`src/rtl/dfr_seq_pkg.sv`:
```
// Shared definitions for the DFR batch sequencer.
//   state_e    : sequencer FSM states
//   DefDataW   : default input word width; I is the upper half, Q the lower half
//   IHi..QLo   : I/Q slice bounds for the default word width
//   DefTimeout : default per-sample core timeout in cycles
//   half_w()   : I/Q half width for an arbitrary word width
package dfr_seq_pkg;

  localparam int unsigned DefDataW   = 32;
  localparam int unsigned DefTimeout = 4096;

  localparam int unsigned IHi = DefDataW - 1;
  localparam int unsigned ILo = DefDataW / 2;
  localparam int unsigned QHi = DefDataW / 2 - 1;
  localparam int unsigned QLo = 0;

  typedef enum logic [3:0] {
    StIdle,
    StFetch,
    StWaitRd,
    StCrst,
    StStart,
    StRun,
    StWrite,
    StDone,
    StError
  } state_e;

  function automatic int unsigned half_w(input int unsigned data_w);
    return data_w / 2;
  endfunction

endpackage

```
`src/rtl/dfr_seq_timeout.sv`:
```
// Loadable down-counter with an expire flag. Used by the sequencer both to
// wait out the input memory read latency and to bound the core run time.
//   clk, resetn : clock, synchronous active-low reset
//   load, value : load the counter with value (takes priority over dec)
//   dec         : decrement by one, stopping at zero
//   expired     : counter is zero
module dfr_seq_timeout #(
  parameter int unsigned W = 13
) (
  input  logic         clk,
  input  logic         resetn,
  input  logic         load,
  input  logic [W-1:0] value,
  input  logic         dec,
  output logic         expired
);

  logic [W-1:0] cnt_q;

  always_ff @(posedge clk) begin
    if (!resetn) begin
      cnt_q <= '0;
    end else if (load) begin
      cnt_q <= value;
    end else if (dec && (cnt_q != '0)) begin
      cnt_q <= cnt_q - 1'b1;
    end
  end

  assign expired = (cnt_q == '0);

endmodule

```
`src/rtl/dfr_batch_seq.sv`:
```
// DFR batch sequencer: walks cfg_len samples of the input memory starting at
// cfg_base, runs each {I,Q} word through the DFR core over its start/busy/done
// handshake and writes each result to the output RAM at the sample's address.
// Addresses wrap modulo 2^ADDR_W. A per-sample core timeout ends the batch with
// sts_error; cfg_abort ends it silently.
//   cfg_*  : start/abort pulses, window base and length
//   sts_*  : busy, sticky done/error, completed-sample count
//   in_*   : input memory read port (data valid RD_LAT cycles after in_rd_en)
//   core_* : DFR core reset/handshake/sample/result
//   out_*  : output RAM write port
// Optional: define DFR_BATCH_SEQ_PERF_EN to add sts_cycles, a saturating count
// of busy cycles cleared on each accepted start.
module dfr_batch_seq
  import dfr_seq_pkg::*;
#(
  parameter int unsigned ADDR_W  = 13,
  parameter int unsigned DATA_W  = DefDataW,
  parameter int unsigned OUT_W   = 26,
  parameter int unsigned RD_LAT  = 1,
  parameter int unsigned TIMEOUT = DefTimeout
) (
  input  logic                  clk,
  input  logic                  resetn,
  input  logic                  cfg_start,
  input  logic                  cfg_abort,
  input  logic [ADDR_W-1:0]     cfg_base,
  input  logic [ADDR_W:0]       cfg_len,
  output logic                  sts_busy,
  output logic                  sts_done,
  output logic                  sts_error,
  output logic [ADDR_W:0]       sts_count,
  output logic                  in_rd_en,
  output logic [ADDR_W-1:0]     in_addr,
  input  logic [DATA_W-1:0]     in_data,
  output logic                  core_resetn,
  output logic                  core_start,
  input  logic                  core_busy,
  input  logic                  core_done,
  output logic [DATA_W/2-1:0]   core_i,
  output logic [DATA_W/2-1:0]   core_q,
  input  logic [OUT_W-1:0]      core_result,
  output logic                  out_wen,
  output logic [ADDR_W-1:0]     out_addr,
  output logic [OUT_W-1:0]      out_data
`ifdef DFR_BATCH_SEQ_PERF_EN
  ,
  output logic [31:0]           sts_cycles
`endif
);

  localparam int unsigned HalfW = half_w(DATA_W);
  localparam int unsigned CntW  = $clog2(TIMEOUT + RD_LAT) + 1;

  state_e            st;
  logic [ADDR_W-1:0] base_q;
  logic [ADDR_W:0]   len_q;
  logic [ADDR_W:0]   idx_q;
  logic [ADDR_W:0]   idx_nxt;
  logic [ADDR_W-1:0] cur_addr;

  logic            tmr_load;
  logic [CntW-1:0] tmr_val;
  logic            tmr_dec;
  logic            tmr_expired;

  assign idx_nxt   = idx_q + 1'b1;
  assign cur_addr  = base_q + idx_q[ADDR_W-1:0];
  assign sts_busy  = (st != StIdle);
  assign sts_count = idx_q;

  // The read-latency wait and the core timeout never overlap, so one counter
  // serves both: loaded on the cycle before each phase begins.
  always_comb begin
    tmr_load = 1'b0;
    tmr_val  = '0;
    if (st == StFetch) begin
      tmr_load = 1'b1;
      tmr_val  = CntW'(RD_LAT - 1);
    end else if (st == StCrst) begin
      tmr_load = 1'b1;
      tmr_val  = CntW'(TIMEOUT - 1);
    end
  end

  assign tmr_dec = (st == StWaitRd) || (st == StStart) || (st == StRun);

  dfr_seq_timeout #(
    .W(CntW)
  ) u_timeout (
    .clk    (clk),
    .resetn (resetn),
    .load   (tmr_load),
    .value  (tmr_val),
    .dec    (tmr_dec),
    .expired(tmr_expired)
  );

  always_ff @(posedge clk) begin
    if (!resetn) begin
      st          <= StIdle;
      base_q      <= '0;
      len_q       <= '0;
      idx_q       <= '0;
      sts_done    <= 1'b0;
      sts_error   <= 1'b0;
      in_rd_en    <= 1'b0;
      in_addr     <= '0;
      core_resetn <= 1'b0;
      core_start  <= 1'b0;
      core_i      <= '0;
      core_q      <= '0;
      out_wen     <= 1'b0;
      out_addr    <= '0;
      out_data    <= '0;
    end else if (cfg_abort && (st != StIdle)) begin
      // Pulse the core reset for the first idle cycle; flags stay as they are.
      st          <= StIdle;
      in_rd_en    <= 1'b0;
      core_start  <= 1'b0;
      out_wen     <= 1'b0;
      core_resetn <= 1'b0;
    end else begin
      unique case (st)
        StIdle: begin
          core_resetn <= 1'b1;
          if (cfg_start) begin
            base_q    <= cfg_base;
            len_q     <= cfg_len;
            idx_q     <= '0;
            sts_done  <= 1'b0;
            sts_error <= 1'b0;
            if (cfg_len == '0) begin
              st <= StDone;
            end else begin
              st       <= StFetch;
              in_rd_en <= 1'b1;
              in_addr  <= cfg_base;
            end
          end
        end
        StFetch: begin
          in_rd_en <= 1'b0;
          st       <= StWaitRd;
        end
        StWaitRd: begin
          if (tmr_expired) begin
            core_i      <= in_data[DATA_W-1 -: HalfW];
            core_q      <= in_data[HalfW-1:0];
            core_resetn <= 1'b0;
            st          <= StCrst;
          end
        end
        StCrst: begin
          core_resetn <= 1'b1;
          core_start  <= 1'b1;
          st          <= StStart;
        end
        StStart, StRun: begin
          // A done seen while still in START counts as completion.
          if (core_done) begin
            core_start <= 1'b0;
            out_wen    <= 1'b1;
            out_addr   <= cur_addr;
            out_data   <= core_result;
            st         <= StWrite;
          end else if (tmr_expired) begin
            core_start  <= 1'b0;
            core_resetn <= 1'b0;
            st          <= StError;
          end else if ((st == StStart) && core_busy) begin
            core_start <= 1'b0;
            st         <= StRun;
          end
        end
        StWrite: begin
          out_wen <= 1'b0;
          idx_q   <= idx_nxt;
          if (idx_nxt == len_q) begin
            st <= StDone;
          end else begin
            st       <= StFetch;
            in_rd_en <= 1'b1;
            in_addr  <= base_q + idx_nxt[ADDR_W-1:0];
          end
        end
        StDone: begin
          sts_done <= 1'b1;
          st       <= StIdle;
        end
        StError: begin
          sts_error   <= 1'b1;
          core_resetn <= 1'b1;
          st          <= StIdle;
        end
        default: st <= StIdle;
      endcase
    end
  end

`ifdef DFR_BATCH_SEQ_PERF_EN
  always_ff @(posedge clk) begin
    if (!resetn) begin
      sts_cycles <= '0;
    end else if (st == StIdle) begin
      if (cfg_start) begin
        sts_cycles <= '0;
      end
    end else if (sts_cycles != '1) begin
      sts_cycles <= sts_cycles + 1'b1;
    end
  end
`endif

endmodule

```
`config.mk`:
```
export PLATFORM = sky130hd
export DESIGN_NAME = dfr_batch_seq
export DESIGN_NICKNAME = d
export VERILOG_FILES = /design/src/rtl/dfr_seq_pkg.sv /design/src/rtl/dfr_seq_timeout.sv /design/src/rtl/dfr_batch_seq.sv
export SDC_FILE = /design/constraint.sdc
export NUM_CORES = 1
export LEC_CHECK = 0
export CAP_MARGIN = 20
export CORE_MARGIN = 2
export CORE_UTILIZATION = 35
export CTS_CLUSTER_SIZE = 28
export DETAILED_ROUTE_END_ITERATION = 7
export GPL_TIMING_DRIVEN = 0
export PLACE_DENSITY = 0.67
export SETUP_SLACK_MARGIN = 0.05
export SYNTH_ARGS = -nofsm -noshare
export SYNTH_HDL_FRONTEND = slang
export SYNTH_SLANG_ARGS = --single-unit
```
`constraint.sdc`:
```
create_clock -name clk -period 3.4 [get_ports clk]
set_clock_uncertainty 0.05 [all_clocks]
set_input_delay 0.85 -clock clk [delete_from_list [all_inputs] [get_ports clk]]
set_output_delay 0.85 -clock clk [all_outputs]
set_load 0.05 [all_outputs]
```
==> summary.md <==
| Metric | Value |
|---|---|
| Status | `finished clean` |
| Vias in the first global route | `7260` |
| P_int | `3.44 mW` |
| Global-route wire length before repair | `38100 um` |
| Antenna violations before repair | `0` |
| Mean post-synth cell area | `~7.9 um^2` |
| IO Pins | `196` |
| Wire length per cell | `16.5 um` |
| Register share of total power | `0.390` |
| Core area | `21700 um^2` |
| Post-synth top flop | `dfxtp_1` |
| Levels on crit path | `4` |
| DIE WIDTH | `~150 um` |
| Fin crit share | `0.942` |
| Routed WL | `~24000 um` |
| Flops & latches, synth | `149` |
| Vias | `7704` |
| Comb pwr share | `0.237` |
| Critical path fanouts, max | `10` |
| Crit start category | `flip-flop` |
| Full die area | `23200 um^2` |
| Post-Syn Nets | `about 1100` |
| Final Setup Violations | `0` |
| Total gr overflow | `0` |
| Area Overhead vs Synth | `37.9%` |
| Crit path arrival time | `2300 ps` |
| Detail Route Antenna Nets | `0` |
| Unique masters post-synth | `77` |
| Antenna diode count | `0` |
| Crit. End Element | `output pin` |
| Port bufs | `194` |
| Unrepaired setup endpoints after global routing | `true` |
| Initial core utilization | `0.355` |
| Crit path required time | `2500 ps` |
| Worst hold stages | `2` |
| Tot Pwr | `5.07 mW` |
| Worst stage delay on the critical path | `730 ps` |
| Synthesized cell area | `between 7000 and 8000 um^2` |
| Worst-path clk slew | `roughly 60 ps` |
| TritonCTS buffer count | `17` |
| Syn. warnings | `0` |
| Layout cells sized above 1 | `0.0721` |
| PwrDens | `roughly 480 nW/um^2` |
| Worst hold margin | `399 ps` |
| Most common cell after layout, fill and taps aside | `nand2_1` |
| Final Hold Viols | `0` |
| Clock power share | `0.373` |
| Final Net Count | `1313` |
| Drt pass-1 iters | `5` |
| Post-synthesis sequential area ratio | `0.388` |
| Vias/cell | `a little over 5` |
| Slowest-stage cell, CP | `clkdlybuf4s50_1` |
| Critical path, cell by cell | `clkbuf_1, nor4_2, inv_1, clkdlybuf4s50_1` |
| Actual slew at the worst max-slew pin | `between 900 and 1000 ps` |
| Max Cap Viol | `0` |
| Leak Pwr | `3.74 nW` |
| Max-slew violation count | `0` |
| Final Critical Period | `3200 ps` |
| Worst-skew pair later-pin latency | `around 430 ps` |
| Placed Cells incl. Taps | `1452` |
| CTS tree | `done` |
| EDFF count, synth | `0` |
| Syn Inst Count | `978` |
| Worst R2R Path Depth | `10` |
| Max IR drop VDD | `~0.36 mV` |
| Fill count | `2113` |
| Fmax | `312 MHz` |
| Total GRT Usage | `0.205` |
| CP delay by family, top | `buffers and inverters` |
| DP Wirelength | `18700 um` |
| Kind of critical path | `flip-flop to output pin` |
| Worst slew margin | `0.377` |
| Placer Congestion | `0.910` |
| H-tree depth | `4` |
| Switching share of total power | `0.322` |
| 1st-iter DRT viols | `506` |
| Clock sinks | `149` |
| Min-Delay Path Class | `flip-flop to flip-flop` |
| Final Non-Filler Cells | `~1500` |
| Die height | `roughly 150 um` |
| Sw Pwr | `1.63 mW` |
| DRC | `0` |
| Largest net degree at the start of global routing | `17` |
| Buf/Inv on CP | `3` |
| Num rows | `between 50 and 60` |
| Synth async-reset ratio | `0` |
| Commonest cells after routing, fill and taps aside | `nand2_1 (214), clkdlybuf4s50_1 (194), a21oi_1 (153), dfxtp_1 (147), nor2_1 (64)` |
| Buffer depth of the longest clock path | `2` |
| Clock root buffer | `clkbuf_16` |
worst reg2reg max path, cell delays in order, from the launching register on:
cell	delay [ps]
dfxtp_1	430
ha_4	220
nand4_1	250
or4_1	450
buf_2	190
xnor2_2	160
a2111oi_4	370
nand4_1	280
clkbuf_4	280
a21oi_1	180
a211oi_2	60
synthesized netlist by cell type, types with 11 or more instances:
cell / number / share of area
a21oi_1: 153 / 0.099
nor2_1: 65 / 0.032
xnor2_1: 32 / 0.036
nand2_1: 214 / 0.10
nand3_1: 20 / 0.013
ha_1: 27 / 0.044
a211oi_1: 11 / 0.011
o21ai_0: 35 / 0.023
xor2_1: 11 / 0.013
clkbuf_1: 42 / 0.020
nor3_1: 29 / 0.019
inv_1: 20 / 0.0098
nor4_1: 12 / 0.0098
dfxtp_1: 149 / 0.39
final cells by class:
type                            count  area, um^2  share of cell area
Clock buffer                       19         433              0.0408
Timing Repair Buffer              196        1960               0.184
Multi-Input combinational cell    748        4360               0.411
Tap cell                          280         350              0.0330
Clock inverter                     13         146              0.0138
Inverter                           20        75.1             0.00707
Sequential cell                   149        2990               0.282
Buffer                             61         303              0.0285
final timing paths:
| kind | slack, ps | startpoint | endpoint |
|---|---|---|---|
| min | 400 | out_addr[7] | out_addr[7] |
| min reg2reg | 400 | out_addr[7] | out_addr[7] |
| max | 200 | st[3] | sts_busy |
| max reg2reg | 310 | sts_count[0] | in_addr[0] |
cells by family after synthesis:
logic type,count (synthesis),share of synthesized area
fa+ha+maj,29,0.0491
xor+xnor,45,0.0532
mux,9,0.0117
compound gates,266,0.214
simple gates,399,0.235
buf+inv,81,0.0486
flops,149,0.388
power groups by stage:
stage	Combinational [mW]	Clock, mW	Sequential, mW
5_1_grt	1.30	2.00	1.99
2_1_floorplan	0.654	0	2.14
4_1_cts	1.20	1.93	1.98
3_3_place_gp	1.18	0	2.01
6_report	1.20	1.89	1.98
3_5_place_dp	1.19	0	2.02
per-stage QoR:
stage,instance area (um^2),worst slack [ps],TNS [ps],utilization
floorplan,7700,191,0,-
global placement,9990,-230,-1900,0.461
detailed placement,9990,-219,-1770,0.461
CTS,10600,60.2,0,0.488
global route,10600,42.8,0,0.489
finish,10600,196,0,0.489
metal layers:
| metal | GRT usage | vias to the layer above | wire length [um] |
|---|---|---|---|
| met5 | 0 | - | 0 |
| met4 | 0.0765 | 0 | 695 |
| met3 | 0.0515 | 47 | 1680 |
| met2 | 0.348 | 247 | 11700 |
| met1 | 0.251 | 3562 | 10400 |
| li1 | - | 3848 | - |
registers in the layout (all words and copies together) (netlist names), 4 cells and up:
register and cells:
out_addr 13, core_q 16, sts_count 14, st 4, out_data 26, u_timeout.cnt_q 14
base_q 13, core_i 16, in_addr 13, len_q 14
repair_timing:
action / in CTS / in global routing
buffers inserted: 1 / 1
pin swaps: 1 / 1
setup endpoints to repair: 14 / 15
resized for setup: 1 / 9
hold buffers: 0 / 0
cloned: 0 / 0
Power figures use the tool's default switching activity.
